==> src/rtl/rx_framer_pkg.sv <==
// Shared Ethernet receive/transmit definitions: framing bytes, CRC-32
// constants, framer state encoding and the byte-wide CRC step helper.
package eth_pkg;

   localparam logic [7:0]  PREAMBLE_BYTE = 8'h55;
   localparam logic [7:0]  SFD_BYTE      = 8'hD5;

   localparam logic [31:0] CRC_POLY      = 32'hEDB88320;
   localparam logic [31:0] CRC_INIT      = 32'hFFFFFFFF;
   localparam logic [31:0] CRC_RESIDUE   = 32'hDEBB20E3;

   localparam int unsigned LEN_W         = 11;
   localparam logic [10:0] LEN_SAT       = 11'd2047;

   localparam int unsigned PRE_CNT_W     = 3;
   localparam logic [2:0]  PRE_CNT_SAT   = 3'd7;

   // One-hot framer states
   typedef enum logic [3:0] {
      ST_IDLE     = 4'b0001,
      ST_PREAMBLE = 4'b0010,
      ST_BODY     = 4'b0100,
      ST_DROP     = 4'b1000
   } rx_state_e;

   // One byte of reflected CRC-32, data consumed LSB first
   function automatic logic [31:0] crc32_step(input logic [31:0] crc_in,
                                              input logic [7:0]  byte_in);
      logic [31:0] c;
      c = crc_in ^ {24'h000000, byte_in};
      for (int i = 0; i < 8; i++) begin
         if (c[0]) begin
            c = (c >> 1) ^ CRC_POLY;
         end else begin
            c = c >> 1;
         end
      end
      return c;
   endfunction

endpackage

==> src/rtl/rx_framer_if.sv <==
// PHY receive inputs, downstream byte stream and frame status of the
// receive framer, bundled as one interface.
interface rx_framer_if;

   logic       phy_dv;
   logic       phy_err;
   logic [7:0] phy_data;

   logic       rx_enable;
   logic [7:0] data;
   logic       frame_done;
   logic       crc_ok;
   logic       frame_err;

   // Framer side: consumes the PHY stream, produces the frame stream
   modport master (
      input  phy_dv, phy_err, phy_data,
      output rx_enable, data, frame_done, crc_ok, frame_err
   );

   // Environment side: PHY source plus downstream consumer
   modport slave (
      output phy_dv, phy_err, phy_data,
      input  rx_enable, data, frame_done, crc_ok, frame_err
   );

endinterface

==> src/rtl/crc32_byte.sv <==
// Byte-serial CRC-32 accumulator, shared by the receive and transmit paths.
// clear reloads the initial value and takes priority over a data step.
module crc32_byte
   import eth_pkg::*;
(
   input  logic        clock,
   input  logic        reset_n,
   input  logic        clear,
   input  logic        enable,
   input  logic [7:0]  data_in,
   output logic [31:0] crc
);

   logic [31:0] crc_r;

   // CRC register: reload on clear, advance one byte per enabled cycle
   always_ff @(posedge clock or negedge reset_n) begin
      if (!reset_n) begin
         crc_r <= CRC_INIT;
      end else if (clear) begin
         crc_r <= CRC_INIT;
      end else if (enable) begin
         crc_r <= crc32_step(crc_r, data_in);
      end else begin
         crc_r <= crc_r;
      end
   end

   assign crc = crc_r;

endmodule

==> src/rtl/rx_framer.sv <==
// GMII receive framer: strips preamble/SFD, forwards body bytes one cycle
// late, checks the FCS residue and reports frame status at frame end.
// Bad preambles are dropped silently; overlong frames are cut at MAX_LEN.
module rx_framer
   import eth_pkg::*;
#(
   parameter int unsigned MIN_PREAMBLE = 2,
   parameter int unsigned MAX_LEN      = 1522,
   parameter int unsigned MIN_LEN      = 64
)
(
   input  logic         clock,
   input  logic         reset_n,
   rx_framer_if.master  bus
);

   localparam logic [PRE_CNT_W-1:0] MIN_PRE_C = PRE_CNT_W'(MIN_PREAMBLE);
   localparam logic [LEN_W-1:0]     MAX_LEN_C = LEN_W'(MAX_LEN);
   localparam logic [LEN_W-1:0]     MIN_LEN_C = LEN_W'(MIN_LEN);

   rx_state_e            state_r,   state_s;
   logic [PRE_CNT_W-1:0] pre_cnt_r, pre_cnt_s;
   logic [LEN_W-1:0]     len_r,     len_s;
   logic                 err_r,     err_s;

   logic                 rx_enable_r,  rx_enable_s;
   logic [7:0]           data_r,       data_s;
   logic                 frame_done_r, frame_done_s;
   logic                 crc_ok_r,     crc_ok_s;
   logic                 frame_err_r,  frame_err_s;

   logic                 crc_clear_s;
   logic                 crc_enable_s;
   logic [31:0]          crc_s;

   crc32_byte u_crc (
      .clock   (clock),
      .reset_n (reset_n),
      .clear   (crc_clear_s),
      .enable  (crc_enable_s),
      .data_in (bus.phy_data),
      .crc     (crc_s)
   );

   // Next-state, counters and next output values of the framer
   always_comb begin
      state_s      = state_r;
      pre_cnt_s    = pre_cnt_r;
      len_s        = len_r;
      err_s        = err_r;
      rx_enable_s  = 1'b0;
      data_s       = data_r;
      frame_done_s = 1'b0;
      crc_ok_s     = crc_ok_r;
      frame_err_s  = frame_err_r;
      crc_clear_s  = 1'b0;
      crc_enable_s = 1'b0;

      case (state_r)
         ST_IDLE: begin
            if (bus.phy_dv) begin
               if (bus.phy_data == PREAMBLE_BYTE) begin
                  pre_cnt_s = 3'd1;
                  state_s   = ST_PREAMBLE;
               end else begin
                  state_s   = ST_DROP;
               end
            end else begin
               state_s = ST_IDLE;
            end
         end

         ST_PREAMBLE: begin
            if (!bus.phy_dv) begin
               // Carrier lost before the SFD: nothing was delivered
               state_s = ST_IDLE;
            end else if (bus.phy_data == PREAMBLE_BYTE) begin
               if (pre_cnt_r != PRE_CNT_SAT) begin
                  pre_cnt_s = pre_cnt_r + 3'd1;
               end else begin
                  pre_cnt_s = pre_cnt_r;
               end
            end else if ((bus.phy_data == SFD_BYTE) && (pre_cnt_r >= MIN_PRE_C)) begin
               crc_clear_s = 1'b1;
               len_s       = 11'd0;
               err_s       = 1'b0;
               state_s     = ST_BODY;
            end else begin
               state_s = ST_DROP;
            end
         end

         ST_BODY: begin
            if (!bus.phy_dv) begin
               // Normal end: the CRC register already holds every body byte
               frame_done_s = 1'b1;
               crc_ok_s     = (crc_s == CRC_RESIDUE);
               frame_err_s  = err_r | (len_r < MIN_LEN_C) | (len_r > MAX_LEN_C);
               state_s      = ST_IDLE;
            end else if (len_r >= MAX_LEN_C) begin
               // One byte too many: cut the frame, discard the rest
               frame_done_s = 1'b1;
               crc_ok_s     = 1'b0;
               frame_err_s  = 1'b1;
               state_s      = ST_DROP;
            end else begin
               rx_enable_s  = 1'b1;
               data_s       = bus.phy_data;
               crc_enable_s = 1'b1;
               err_s        = err_r | bus.phy_err;
               if (len_r != LEN_SAT) begin
                  len_s = len_r + 11'd1;
               end else begin
                  len_s = len_r;
               end
            end
         end

         ST_DROP: begin
            if (!bus.phy_dv) begin
               state_s = ST_IDLE;
            end else begin
               state_s = ST_DROP;
            end
         end

         default: begin
            state_s = ST_DROP;
         end
      endcase
   end

   // Framer state, counters and registered outputs; reset lands in DROP
   always_ff @(posedge clock or negedge reset_n) begin
      if (!reset_n) begin
         state_r      <= ST_DROP;
         pre_cnt_r    <= 3'd0;
         len_r        <= 11'd0;
         err_r        <= 1'b0;
         rx_enable_r  <= 1'b0;
         data_r       <= 8'h00;
         frame_done_r <= 1'b0;
         crc_ok_r     <= 1'b0;
         frame_err_r  <= 1'b0;
      end else begin
         state_r      <= state_s;
         pre_cnt_r    <= pre_cnt_s;
         len_r        <= len_s;
         err_r        <= err_s;
         rx_enable_r  <= rx_enable_s;
         data_r       <= data_s;
         frame_done_r <= frame_done_s;
         crc_ok_r     <= crc_ok_s;
         frame_err_r  <= frame_err_s;
      end
   end

   assign bus.rx_enable  = rx_enable_r;
   assign bus.data       = data_r;
   assign bus.frame_done = frame_done_r;
   assign bus.crc_ok     = crc_ok_r;
   assign bus.frame_err  = frame_err_r;

endmodule

==> src/flat_wrapper.sv <==
// flat-port wrapper written by rule: the top's interface ports become plain ports
module rx_framer_flat import eth_pkg::*;
#(
   parameter int unsigned MIN_PREAMBLE = 2,
   parameter int unsigned MAX_LEN      = 1522,
   parameter int unsigned MIN_LEN      = 64
)
  (clock, reset_n, bus_phy_dv, bus_phy_err, bus_phy_data, bus_rx_enable, bus_data, bus_frame_done, bus_crc_ok, bus_frame_err);
  rx_framer_if bus_i ();
  input  logic clock;
  input  logic reset_n;
  input wire logic [$bits(bus_i.phy_dv)-1:0] bus_phy_dv;
  input wire logic [$bits(bus_i.phy_err)-1:0] bus_phy_err;
  input wire logic [$bits(bus_i.phy_data)-1:0] bus_phy_data;
  output wire logic [$bits(bus_i.rx_enable)-1:0] bus_rx_enable;
  output wire logic [$bits(bus_i.data)-1:0] bus_data;
  output wire logic [$bits(bus_i.frame_done)-1:0] bus_frame_done;
  output wire logic [$bits(bus_i.crc_ok)-1:0] bus_crc_ok;
  output wire logic [$bits(bus_i.frame_err)-1:0] bus_frame_err;
  assign bus_i.phy_dv = bus_phy_dv;
  assign bus_i.phy_err = bus_phy_err;
  assign bus_i.phy_data = bus_phy_data;
  assign bus_rx_enable = bus_i.rx_enable;
  assign bus_data = bus_i.data;
  assign bus_frame_done = bus_i.frame_done;
  assign bus_crc_ok = bus_i.crc_ok;
  assign bus_frame_err = bus_i.frame_err;
  rx_framer #(.MIN_PREAMBLE(MIN_PREAMBLE), .MAX_LEN(MAX_LEN), .MIN_LEN(MIN_LEN)) u_core (.clock(clock), .reset_n(reset_n), .bus(bus_i));
endmodule
==> config.mk <==
export PLATFORM = sky130hd
export DESIGN_NAME = rx_framer_flat
export DESIGN_NICKNAME = d
export VERILOG_FILES = /design/src/rtl/rx_framer_pkg.sv /design/src/rtl/rx_framer_if.sv /design/src/rtl/crc32_byte.sv /design/src/rtl/rx_framer.sv /design/src/flat_wrapper.sv
export SDC_FILE = /design/constraint.sdc
export NUM_CORES = 1
export LEC_CHECK = 0
export BUFFER_PORTS_ARGS = -buffer_cell sky130_fd_sc_hd__buf_2
export CAP_MARGIN = 20
export CORE_UTILIZATION = 65
export CTS_CLUSTER_DIAMETER = 100
export CTS_CLUSTER_SIZE = 40
export DETAILED_ROUTE_END_ITERATION = 7
export MAX_ROUTING_LAYER = met4
export PLACE_DENSITY = 0.84
export SYNTH_ARGS = -nofsm -noshare
export SYNTH_HDL_FRONTEND = slang
export SYNTH_HIERARCHICAL = 1
export SYNTH_SLANG_ARGS = --single-unit
export TNS_END_PERCENT = 20
==> constraint.sdc <==
create_clock -name clock -period 3.25 [get_ports clock]
set_input_delay 0.65 -clock clock [delete_from_list [all_inputs] [get_ports clock]]
set_output_delay 0.65 -clock clock [all_outputs]
set_load 0.02 [all_outputs]
Word level (Yosys, flattened, before mapping)
Index checks and enable logic that the tools add are counted.
W data, S select, Z words.
Word-level totals
  output and inout port bits: 12
  bits in registers: 63
Cells by class
  bitwise gates (word level): 13
  add/sub/neg operators: 2
  multiplexer cells: 66
  magnitude comparators: 4
  equal/unequal tests: 22
  reductions and logical operators: 10
Operators with widths (number)
  $mux W32: 24
  $not A13 Y14: 8
  $mux W11: 6
  $eq A32 B32 Y1 const B: 1
  $mux W4: 8
  $xor A32 B8 Y32: 1
  $pmux W11 S2: 1
  $mux W1: 19
  $pmux W4 S4: 1
  $mux W3: 5
  $ne A2 B1 Y1 const B: 6
  $reduce_and A6 Y1: 2
  $add A11 B1 Y11 const B: 1
  $ge A11 B11 Y1 const B: 1
  $gt A11 B11 Y1 const B: 1
  $lt A11 B7 Y1 const B: 1
  $ne A11 B11 Y1 const B: 1
  $ne A2 B2 Y1 const B: 5
  $eq A8 B7 Y1 const B: 1
  $eq A8 B8 Y1 const B: 1
  $reduce_and A7 Y1: 1
  $ne A3 B3 Y1 const B: 2
  $pmux W3 S2: 1
  $reduce_bool A2 Y1: 3
  13 further kinds: 16

Logic depth before layout (Yosys ltp)
Gate-level depths: netlist of run 1.
  depth in word-level cells: 35
  gate-level depth with buffers: 9
  mapped depth without buffers: 7

Cells and area by module
Netlist of run 1, hierarchy kept.
By module, submodules not included
  crc32_byte: cells each 168, seq. area each 840.8 sq um, area an instance 2272.2 sq um, times used 1
  rx_framer: cells each 166, seq. area each 777.0 sq um, area an instance 1719.1 sq um, times used 1

Worst setup path before layout of run 1
No wires, ideal clock.
  path kind: input-to-reg
  start: in bus_phy_dv
  end: reg u_core.u_crc.crc_r[24], in the netlist u_core/u_crc/crc[24]
  setup slack: 850 ps
  cell stages on the path: 9
  path buffers: 3
  data arrival time: 2327 ps
  cell sequence: clkbuf_2 -> a21bo_2 -> a31oi_4 -> nand2_4 -> inv_1 -> clkbuf_1 -> clkbuf_1 -> nor3_1 -> a21oi_1
Between the ends
  word-level cells in the longest chain between the ends: 3
Ends and longest elaborated chain
  start: declaration: RTL line flat_wrapper.sv:12  | input wire logic [$bits(bus_i.phy_dv)-1:0] bus_phy_dv;
  $mux W1: RTL line rx_framer.sv:94  | if (!bus.phy_dv) begin
  $mux W1: RTL line rx_framer.sv:59  | case (state_r)
  net u_core.crc_enable_s: RTL line rx_framer.sv:33  | logic crc_enable_s;
  $reduce_bool A2 Y1 (no line)
  end signal: assignment: RTL line crc32_byte.sv:23  | crc_r <= crc32_step(crc_r, data_in);
  end signal: assignment: RTL line crc32_byte.sv:25  | crc_r <= crc_r;
  end: declaration: RTL line crc32_byte.sv:14  | logic [31:0] crc_r;
The timed path passes the listed nets, and every way through them passes these cells.
A chain may end at the register's enable or synchronous reset.

Worst setup path in the final report of run 1
  start: reg u_core.len_r[1]
  end: reg u_core.u_crc.crc_r[29], in the netlist u_core/u_crc/crc[29]
Between the ends
  word-level cells in the longest chain between the ends: 5
Ends and longest elaborated chain
  start: declaration: RTL line rx_framer.sv:23  | logic [LEN_W-1:0] len_r, len_s;
  start signal: assignment: RTL line rx_framer.sv:148  | len_r <= len_s;
  $ge A11 B11 Y1: RTL line rx_framer.sv:100  | end else if (len_r >= MAX_LEN_C) begin
  $mux W1: RTL line rx_framer.sv:100
  $mux W1: RTL line rx_framer.sv:94
  $mux W1: RTL line rx_framer.sv:59
  net u_core.crc_enable_s: RTL line rx_framer.sv:33
  $reduce_bool A2 Y1 (no line)
The timed path passes the listed nets, and every way through them passes these cells.

==> impl_metrics.ini, run 1 <==
[status]
status = complete, no violations

[clock_tree]
cts-resized-gates = 0
clk_pin_slew_ns = 0.07
clockBufferDepth = 2
cts_buffers = 9
cts.sinks = 63
h-tree-depth = 3
tritoncts = done
clkLatencyLatePin_ns = 0.35
post_cts_buffers = 0
cts-root-buf = clkbuf_8
hold_buffers = 0

[route]
wire_per_inst_um = 19.8
first_iter_violations = 289
detail-route-antenna-nets = 0
wirelength_um = 8680
drc = 0
via_per_inst = 6.55
vias = 2871
drt-pass1-iter-count = 5

[synth]
synth.distinct_cells = 61
synthCells = 334
ys_top_cells_by_area = dfstp_2 (22%), dfrtp_1 (19%), xnor3_1 (6.8%)
syn_avg_cell_area_um2 = 12.0
synth_top_flop_cell = dfstp_2
syn_nets = 350
yosys.area.top_type = dfstp_2
ys_seq_area_frac = 0.405
synth_top_area_share = 0.217
async_flop_share = 1.00
synth-seq-cells = 63
netlist_area_mm2 = 0.00399
synth_enable_flop_cells = 0
yosysWarnings = 6

[global_route]
antenna_found_initial = 0
grt_pass1_wl_um = 14100
grt_pass1_vias = 2771
grt_overflow = 0
grt_use_total = 0.307
grt_max_degree = 37

[sta]
setup_viol = 0
relSlewSlack = 0.484
fmax_ghz = 0.387
tns_ns = 0
report.final.hold_viol_count = 0
rsz0062_at_grt = false
tightest_slew_ns = 0.773
slew_viol_final = 0
fin_crit_sh = 0.796
period_minus_slack_ns = 2.59
fin_skew_ns = 0.00905
timing.final.ws_setup_ns = 0.663

[finish]
area_growth_pct = 9.00
drive_above_1_share = 0.295
fill_cells = 402
multiInputGateArea_mm2 = 0.00227
diodes = 0
final_core_util = 0.735
register_area_mm2 = 0.00162
final_nets = 374

[pwr]
comb_power_share = 0.152
p_int_mw = 1.24
p_total_mw = 1.67
swShare = 0.258
clkPwrFrac = 0.368
power_frac_seq = 0.480
leakage_nw = 2.07
p_switching_mw = 0.432
peakVddDrop_uv = 370
power.density_mw_per_mm2 = 385

[critical_path]
cp-start-kind = register
crit_chain = o31a_1 -> a31oi_4 -> nand2_4 -> inv_1 -> clkinv_1 -> nor2_1 -> a21oi_1
end_kind = register
worst_path_largest_cell_delay_ns = 0.53
path_max_fanout = 25
crit_type = reg -> reg
worstPathRequired_ns = 3.51
crit_family = compound AO/OA/AOI/OAI gates
cp_slowest_cell = clkinv_1
critPathBufInv = 2
crit_arrival_ns = 2.85

[hold_path]
hold_class = in -> async

[placed_design]
place.gp.congestion = 0.833
port-buffer-count = 23
hpwl_um = 6040
pre_cts_slack_ns = 0.529

[run]
maxCapViolations = 0

[floorplanning]
die_w_um = 80.4
start_util = 0.674
die_area_mm2 = 0.00646
fp.dieH_um = 80.4
core_mm2 = 0.00592
num_rows = 28
ioPinCount = 24
==> kinds of logic (layout without fill, tap and decap cells) <==
| family | count (synthesis) | count (layout) | synth area share |
|---|---|---|---|
| AO/OA/AOI/OAI | 88 | 88 | 0.155 |
| XOR/XNOR | 62 | 62 | 0.247 |
| adder cells (fa/ha/maj) | 4 | 4 | 0.0125 |
| buffers and inverters | 23 | 52 | 0.0266 |
| flip-flops | 63 | 63 | 0.405 |
| multiplexers | 9 | 9 | 0.0251 |
| AND/OR/NAND/NOR | 85 | 85 | 0.129 |
==> final timing paths <==
kind / endpoint / cells past startpoint / slack [ns] / from
setup reg to reg: u_core/u_crc/crc[29]$_DFFE_PN1P_ / 7 / 0.66 / u_core/len_r[1]$_DFFE_PN0P_
hold / removal: u_core/len_r[7]$_DFFE_PN0P_ / 1 / 0.38 / reset_n
setup / recovery: u_core/u_crc/crc[29]$_DFFE_PN1P_ / 7 / 0.66 / u_core/len_r[1]$_DFFE_PN0P_
min in group clock: u_core/bus.data[4]$_DFFE_PN0P_ / 1 / 0.51 / u_core/bus.data[4]$_DFFE_PN0P_
hold reg to reg: u_core/bus.data[4]$_DFFE_PN0P_ / 1 / 0.51 / u_core/bus.data[4]$_DFFE_PN0P_
max in group asynchronous: u_core/u_crc/crc[20]$_DFFE_PN1P_ / 2 / 2.08 / reset_n
==> power groups by stage <==
stage          registers [mW]  clock network [mW]  logic (mW)
3_3_place_gp            0.816                   0       0.246
5_1_grt                 0.804               0.662       0.270
6_report                0.804               0.616       0.254
3_5_place_dp            0.817                   0       0.251
2_1_floorplan           0.812                   0       0.189
4_1_cts                 0.803               0.629       0.253
==> per-stage QoR <==
stage | hold slack (ns) | instances | instance area, µm²
finish | 0.377 | 438 | 4350
global route | 0.438 | 438 | 4350
CTS | 0.396 | 438 | 4350
detailed placement | 0.491 | 422 | 4170
global placement | 0.488 | 422 | 4170
floorplan | 0.354 | 334 | 3990
==> routing by layer <==
layer,GRT usage,routed length (µm),up-vias
met1,0.421,3940,1465
met5,-,0,-
li1,-,-,1276
met2,0.464,4120,117
met4,0.0929,103,0
met3,0.0636,510,13
==> layout by cell type (no fill, tap or decap), types with 3 or more instances in the layout <==
cell type  count
a211o_1       20
a21oi_1       17
a31oi_1       15
buf_2         23
buf_4          7
clkbuf_8      11
dfrtp_1       30
dfstp_2       33
ha_1           4
inv_1          5
mux2_2         8
nand2_1       13
nand2b_1       4
nand3_1        4
nand4_1        4
nor2_1        13
nor2b_1       16
nor3_1        10
nor4_1         3
o21ai_0       13
o21ai_1        3
o31a_1         3
o31ai_1        3
xnor2_1       26
xnor2_2        3
xnor2_4        7
xnor3_1       12
xor2_1         6
xor3_1         5
==> sequential cells by signal, summed over array words and instances, names as in the netlist <==
name	count
u_core/bus.data	8
u_core/bus.crc_ok	1
u_core/len_r	11
u_core/bus.frame_done	1
u_core/bus.frame_err	1
u_core/state_r	4
u_core/bus.rx_enable	1
u_core/pre_cnt_r	3
u_core/err_r	1
u_core/u_crc/crc	32
==> synthesized netlist by cell type (2+ instances only) <==
| master | count |
|---|---|
| a211o_1 | 20 |
| a21bo_2 | 2 |
| a21oi_1 | 17 |
| a2bb2oi_1 | 2 |
| a31oi_1 | 15 |
| and4_1 | 2 |
| buf_2 | 3 |
| buf_4 | 2 |
| clkbuf_1 | 9 |
| dfrtp_1 | 30 |
| dfstp_2 | 33 |
| ha_1 | 4 |
| inv_1 | 5 |
| mux2_2 | 8 |
| nand2_1 | 13 |
| nand2b_1 | 4 |
| nand3_1 | 4 |
| nand4_1 | 4 |
| nand4b_1 | 2 |
| nor2_1 | 13 |
| nor2b_1 | 16 |
| nor3_1 | 11 |
| nor3b_1 | 2 |
| nor4_1 | 3 |
| nor4b_1 | 2 |
| o21ai_0 | 13 |
| o21ai_1 | 3 |
| o31a_1 | 3 |
| o31ai_1 | 3 |
| xnor2_1 | 26 |
| xnor2_2 | 3 |
| xnor2_4 | 7 |
| xnor3_1 | 12 |
| xnor3_2 | 2 |
| xor2_1 | 6 |
| xor3_1 | 5 |
==> final cells by class <==
type                    count  share of cell area
inverters                   6             0.00518
clock inverters             3             0.00403
well taps                  75              0.0216
repair buffers             30              0.0385
flip-flops and latches     63               0.372
clock buffers              13              0.0365
multi-input cells         248               0.522
Note: power is estimated with default switching activity, not from simulation.
==> inputs of run 2 (changes only) <==
--- a/config.mk
+++ b/config.mk
@@ -7,12 +7,12 @@
 export LEC_CHECK = 0
 export BUFFER_PORTS_ARGS = -buffer_cell sky130_fd_sc_hd__buf_2
 export CAP_MARGIN = 20
-export CORE_UTILIZATION = 65
+export CORE_UTILIZATION = 61
 export CTS_CLUSTER_DIAMETER = 100
 export CTS_CLUSTER_SIZE = 40
 export DETAILED_ROUTE_END_ITERATION = 7
 export MAX_ROUTING_LAYER = met4
-export PLACE_DENSITY = 0.84
+export PLACE_DENSITY = 0.8
 export SYNTH_ARGS = -nofsm -noshare
 export SYNTH_HDL_FRONTEND = slang
 export SYNTH_HIERARCHICAL = 1
==> constraint.sdc (replaced) <==
create_clock -name clock -period 2.4 [get_ports clock]
set_input_delay 0.48 -clock clock [delete_from_list [all_inputs] [get_ports clock]]
set_output_delay 0.48 -clock clock [all_outputs]
set_load 0.02 [all_outputs]
==> run 2 against run 1 <==
  * Worst setup slack got worse by 0.39 ns
  * Fmax is 22% higher
  * Total power increased by 52%
  * Wire length is 0.38% higher
  * Via count is 2.3% lower
  * Cell count increased by 2.1%
  * Sequential share of layout area fell by 1.1 points
  * First-iteration DRC count fell by 31%
  * Flip-flop and latch count unchanged
  * Clock power is 77% higher
  * Register-to-register slack worse by 0.39 ns
  * Combinational power increased by 40%
  * Critical path type unchanged
==> impl_metrics.ini, run 2 (same netlist as run 1, synthesis figures left out) <==
[critical_path]
crit_type = reg -> reg
reg2reg_depth = 8
regToRegStartpoint = u_core/len_r[3]$_DFFE_PN0P_
timing.rr.end = u_core/u_crc/crc[24]$_DFFE_PN1P_
crit_arrival_ns = 2.39
cp-start-kind = register
worstPathRequired_ns = 2.66
path_max_fanout = 27
end_kind = register
reg2reg_slack_ns = 0.27

[clock_tree]
cts-root-buf = clkbuf_8
clk_pin_slew_ns = 0.07
cts_buffers = 9
cts-resized-gates = 0
hold_buffers = 0
cts.sinks = 63
clockBufferDepth = 2
clkLatencyLatePin_ns = 0.35
post_cts_buffers = 0
h-tree-depth = 3
tritoncts = done

[route]
wire_per_inst_um = 19.5
highest_layer = met4
routed-wl-met3_um = 375
met2_length_um = 4170
vias = 2804
first_iter_violations = 198
wirelength_um = 8710
drc = 0
detail-route-antenna-nets = 0
wl_met1_um = 4000
via_per_inst = 6.27
drt-pass1-iter-count = 5

[pwr]
swShare = 0.239
clkPwrFrac = 0.431
power.density_mw_per_mm2 = 566
p_switching_mw = 0.606
peakVddDrop_uv = 403
power_frac_seq = 0.429
p_int_mw = 1.93
leakage_nw = 2.14
comb_power_share = 0.140

[finish]
fill_cells = 438
final_nets = 381
largest_reg_flops = 32
area_growth_pct = 12.3
stdcell_count = 447
fin_area_mm2 = 0.00448
drive_above_1_share = 0.314
final_common_cell = dfstp_2
diodes = 0
layout_common_cells = dfstp_2 (33), dfrtp_1 (30), xnor2_1 (26)

[hold_path]
hold_class = in -> async

[sta]
relSlewSlack = 0.670
setup_viol = 0
rsz0062_at_grt = false
fmax_ghz = 0.470
period_minus_slack_ns = 2.13
slew_viol_final = 0
fin_crit_sh = 0.886
tns_ns = 0
fin_skew_ns = 0.0117
report.final.hold_viol_count = 0
tightest_slew_ns = 0.490

[placed_design]
place.gp.congestion = 0.853
port-buffer-count = 23
placed_area_mm2 = 0.00424
placedCellCount = 431
hpwl_um = 6120

[global_route]
grt_use_total = 0.283
grt_overflow = 0
grt_pass1_vias = 2809
antenna_found_initial = 0
grt_max_degree = 36
grt_pass1_wl_um = 14600

[floorplanning]
start_util = 0.629
core_mm2 = 0.00635
die_w_um = 82.9
num_rows = 29
ioPinCount = 24
fp.dieH_um = 82.9
die_area_mm2 = 0.00687

[status]
status = complete, no violations

[run]
maxCapViolations = 0
[run 2: critical path: stages (launching register included)]
cell      delay [ns]
dfrtp_1         0.45
o31a_1          0.36
a31oi_4         0.24
nand2_4         0.14
inv_1           0.15
clkinv_1        0.07
buf_4           0.21
nor2_1          0.29
a21oi_1         0.12
[run 2: area by class of cell]
type                            count  area, µm²  share of cell area
Timing Repair Buffer               37        233              0.0519
Tap cell                           77       96.3              0.0215
Sequential cell                    63       1620               0.361
Clock buffer                       12        165              0.0368
Clock inverter                      4       76.3              0.0170
Inverter                            6       22.5             0.00502
Multi-Input combinational cell    248       2270               0.507
[run 2: power by group through the flow]
stage | logic, mW | registers, mW | clock network, mW
2_1_floorplan | 0.256 | 1.10 | 0
3_3_place_gp | 0.343 | 1.10 | 0
3_5_place_dp | 0.348 | 1.11 | 0
4_1_cts | 0.352 | 1.09 | 1.11
5_1_grt | 0.377 | 1.09 | 1.17
6_report | 0.355 | 1.09 | 1.09
[run 2: worst max-delay path by stage]
stage / startpoint / endpoint / slack, ns / depth (start not counted)
floorplan: bus_phy_dv / u_core/u_crc/crc[24]$_DFFE_PN1P_ / 0.17 / 9
detailed placement: bus_phy_data[0] / u_core/len_r[7]$_DFFE_PN0P_ / 0.27 / 5
finish: u_core/len_r[3]$_DFFE_PN0P_ / u_core/u_crc/crc[24]$_DFFE_PN1P_ / 0.27 / 8
CTS: u_core/len_r[3]$_DFFE_PN0P_ / u_core/u_crc/crc[24]$_DFFE_PN1P_ / 0.28 / 8
global placement: bus_phy_data[0] / u_core/u_crc/crc[29]$_DFFE_PN1P_ / 0.37 / 7
global route: u_core/len_r[3]$_DFFE_PN0P_ / u_core/u_crc/crc[25]$_DFFE_PN1P_ / 0.18 / 8
[run 2: routing by layer]
metal,GRT usage,vias to the layer above
met5,-,-
met4,0.113,0
met3,0.0497,16
met2,0.419,80
met1,0.393,1420
li1,-,1288
[run 2: stage by stage]
| stage | utilization | power (mW) | hold slack [ns] | setup WS, ns |
|---|---|---|---|---|
| after floorplan | - | 1.36 | 0.184 | 0.170 |
| after global placement | 0.668 | 1.45 | 0.454 | 0.371 |
| after detailed placement | 0.668 | 1.45 | 0.457 | 0.271 |
| after CTS | 0.706 | 2.55 | 0.0790 | 0.281 |
| after global routing | 0.706 | 2.63 | 0.0893 | 0.185 |
| final | 0.706 | 2.54 | 0.0734 | 0.274 |
==> inputs of run 3 (changes only) <==
--- a/config.mk
+++ b/config.mk
@@ -5,14 +5,15 @@
 export SDC_FILE = /design/constraint.sdc
 export NUM_CORES = 1
 export LEC_CHECK = 0
+export ABC_CLOCK_PERIOD_IN_PS = 1850
 export BUFFER_PORTS_ARGS = -buffer_cell sky130_fd_sc_hd__buf_2
 export CAP_MARGIN = 20
-export CORE_UTILIZATION = 61
+export CORE_UTILIZATION = 55
 export CTS_CLUSTER_DIAMETER = 100
 export CTS_CLUSTER_SIZE = 40
 export DETAILED_ROUTE_END_ITERATION = 7
 export MAX_ROUTING_LAYER = met4
-export PLACE_DENSITY = 0.8
+export PLACE_DENSITY = 0.76
 export SYNTH_ARGS = -nofsm -noshare
 export SYNTH_HDL_FRONTEND = slang
 export SYNTH_HIERARCHICAL = 1
==> constraint.sdc (replaced) <==
create_clock -name clock -period 1.85 [get_ports clock]
set_input_delay 0.37 -clock clock [delete_from_list [all_inputs] [get_ports clock]]
set_output_delay 0.37 -clock clock [all_outputs]
set_load 0.02 [all_outputs]
==> run 3 against run 2 <==
  * The flow now finishes with violations (negative hold slack)
  * Clock power barely moved
  * Total power rose by 19%
  * Worst setup slack got worse by 0.26 ns
  * Flip-flop and latch count did not move
  * Clock skew rose by 0.0031 ns
  * Cell count rose by 12%
  * Wire length rose by 2.1%
  * Core utilization fell by 1.0 points
  * Non-clock buffer count rose by 33
  * Global-route usage fell by 1.9 points
  * Worst hold slack got worse by 0.081 ns
  * Critical endpoint is now u_core/u_crc/crc[16]$_DFFE_PN1P_
  * Highest routed layer unchanged
==> impl_metrics.ini, run 3 (same netlist as run 1, synthesis figures left out) <==
[status]
status = finished with violations
violations = negative hold slack

[critical_path]
crit_family = XOR/XNOR gates
path_max_fanout = 3
crit_chain = xnor2_4 -> buf_4 -> xnor2_2 -> xnor3_1 -> a211o_1
regToRegStartpoint = u_core/u_crc/crc[4]$_DFFE_PN1P_
critPathBufInv = 1
timing.rr.end = u_core/u_crc/crc[16]$_DFFE_PN1P_
end_kind = register
startpoint = u_core/u_crc/crc[4]$_DFFE_PN1P_
crit_type = reg -> reg
worst_path_largest_cell_delay_ns = 0.59
crit_arrival_ns = 2.11
reg2reg_slack_ns = 0.01
reg2reg_depth = 5
cp_slowest_cell = dfstp_2
cp-start-kind = register
worstPathRequired_ns = 2.12

[floorplanning]
die_w_um = 87.2
fp.dieH_um = 87.2
core_mm2 = 0.00691
die_area_mm2 = 0.00760
ioPinCount = 24
num_rows = 30
start_util = 0.578

[sta]
fin_skew_ns = 0.0148
setup_viol = 0
fin_crit_sh = 0.994
relSlewSlack = 0.646
tightest_slew_ns = 0.524
report.final.hold_viol_count = 5
tns_ns = 0
timing.final.ws_setup_ns = 0.0110
period_minus_slack_ns = 1.84
hold_slack_ns = -0.00757
slew_viol_final = 0
fmax_ghz = 0.544
rsz0062_at_grt = true

[hold_path]
hold_class = in -> async

[route]
highest_layer = met4
vias = 2878
detail-route-antenna-nets = 0
wirelength_um = 8900
wl_met1_um = 4160
wire_per_inst_um = 17.8
routed-wl-met3_um = 403
drt-pass1-iter-count = 4
met2_length_um = 4120
via_per_inst = 5.77
first_iter_violations = 161
drc = 0

[placed_design]
hpwl_um = 6180
placed_area_mm2 = 0.00457
port-buffer-count = 23
pre_cts_slack_ns = -0.0606
place.gp.congestion = 0.838

[clock_tree]
hold_buffers = 0
clockBufferDepth = 2
cts_buffers = 9
clkLatencyLatePin_ns = 0.35
post_cts_buffers = 0
cts-root-buf = clkbuf_8
h-tree-depth = 3
clk_pin_slew_ns = 0.08
cts.sinks = 63
tritoncts = done

[finish]
final_nets = 414
drive_above_1_share = 0.390
area_growth_pct = 20.4
final_common_cell = buf_4
fin_area_mm2 = 0.00481
layout_common_cells = buf_4 (41), dfstp_2 (33), dfrtp_1 (29)
largest_reg_flops = 32
final_core_util = 0.696
diodes = 0

[global_route]
antenna_found_initial = 0
grt_use_total = 0.264
grt_max_degree = 64
grt_pass1_vias = 2769
grt_overflow = 0
grt_pass1_wl_um = 14500

[pwr]
peakVddDrop_uv = 407
power.density_mw_per_mm2 = 629
leakage_nw = 2.29

[run]
maxCapViolations = 0
## run 3: changes by cell type in the layout (fill, tap and decap cells not counted), moves of 2 or more
cell       delta
xnor2_4       +2
clkbuf_1      +2
bufinv_16     -2
clkinv_2      +3
buf_4        +28
buf_12        +4
## run 3: cell type report
type	instances	area, µm²
Multi-Input combinational cell	248	2330
Clock buffer	13	159
Timing Repair Buffer	70	534
Inverter	6	27.5
Sequential cell	63	1620
Clock inverter	3	17.5
Tap cell	96	120
Fill cell	479	2100
## run 3: metrics by stage
stage | power [mW] | std cells
detailed placement | 1.93 | 483
finish | 3.02 | 499
floorplan | 1.76 | 334
global route | 3.13 | 499
CTS | 3.03 | 499
global placement | 1.92 | 483
## run 3: how the worst max path moves through the flow
stage | endpoint | cells past startpoint
global route | u_core/u_crc/crc[16]$_DFFE_PN1P_ | 5
floorplan | u_core/u_crc/crc[0]$_DFFE_PN1P_ | 8
detailed placement | u_core/u_crc/crc[19]$_DFFE_PN1P_ | 4
finish | u_core/u_crc/crc[16]$_DFFE_PN1P_ | 5
global placement | u_core/u_crc/crc[2]$_DFFE_PN1P_ | 7
CTS | u_core/u_crc/crc[20]$_DFFE_PN1P_ | 5
## run 3: per-layer routing
layer  global-route usage  vias to the layer above
met5                    -                        -
met4                0.103                        0
met3               0.0464                       18
met2                0.389                       88
met1                0.367                     1415
li1                     -                     1357
## run 3: worst register-to-register path: stages (launching register included)
cell and delay [ns]:
dfstp_2 0.59, xnor2_4 0.19, buf_4 0.19, xnor2_2 0.13, xnor3_1 0.36, a211o_1 0.30
## run 3: power breakdown
part | total, mW | internal, mW | switching [mW]
registers | 1.41 | 1.39 | 0.0161
clock network | 1.09 | 0.556 | 0.537
logic | 0.522 | 0.287 | 0.235
## run 3: timing repair
| item | 4_1_cts | 5_1_grt |
|---|---|---|
| setup endpoints to repair | 3 | 22 |
| pin swaps | 2 | 1 |
| gates resized for setup | 4 | 8 |
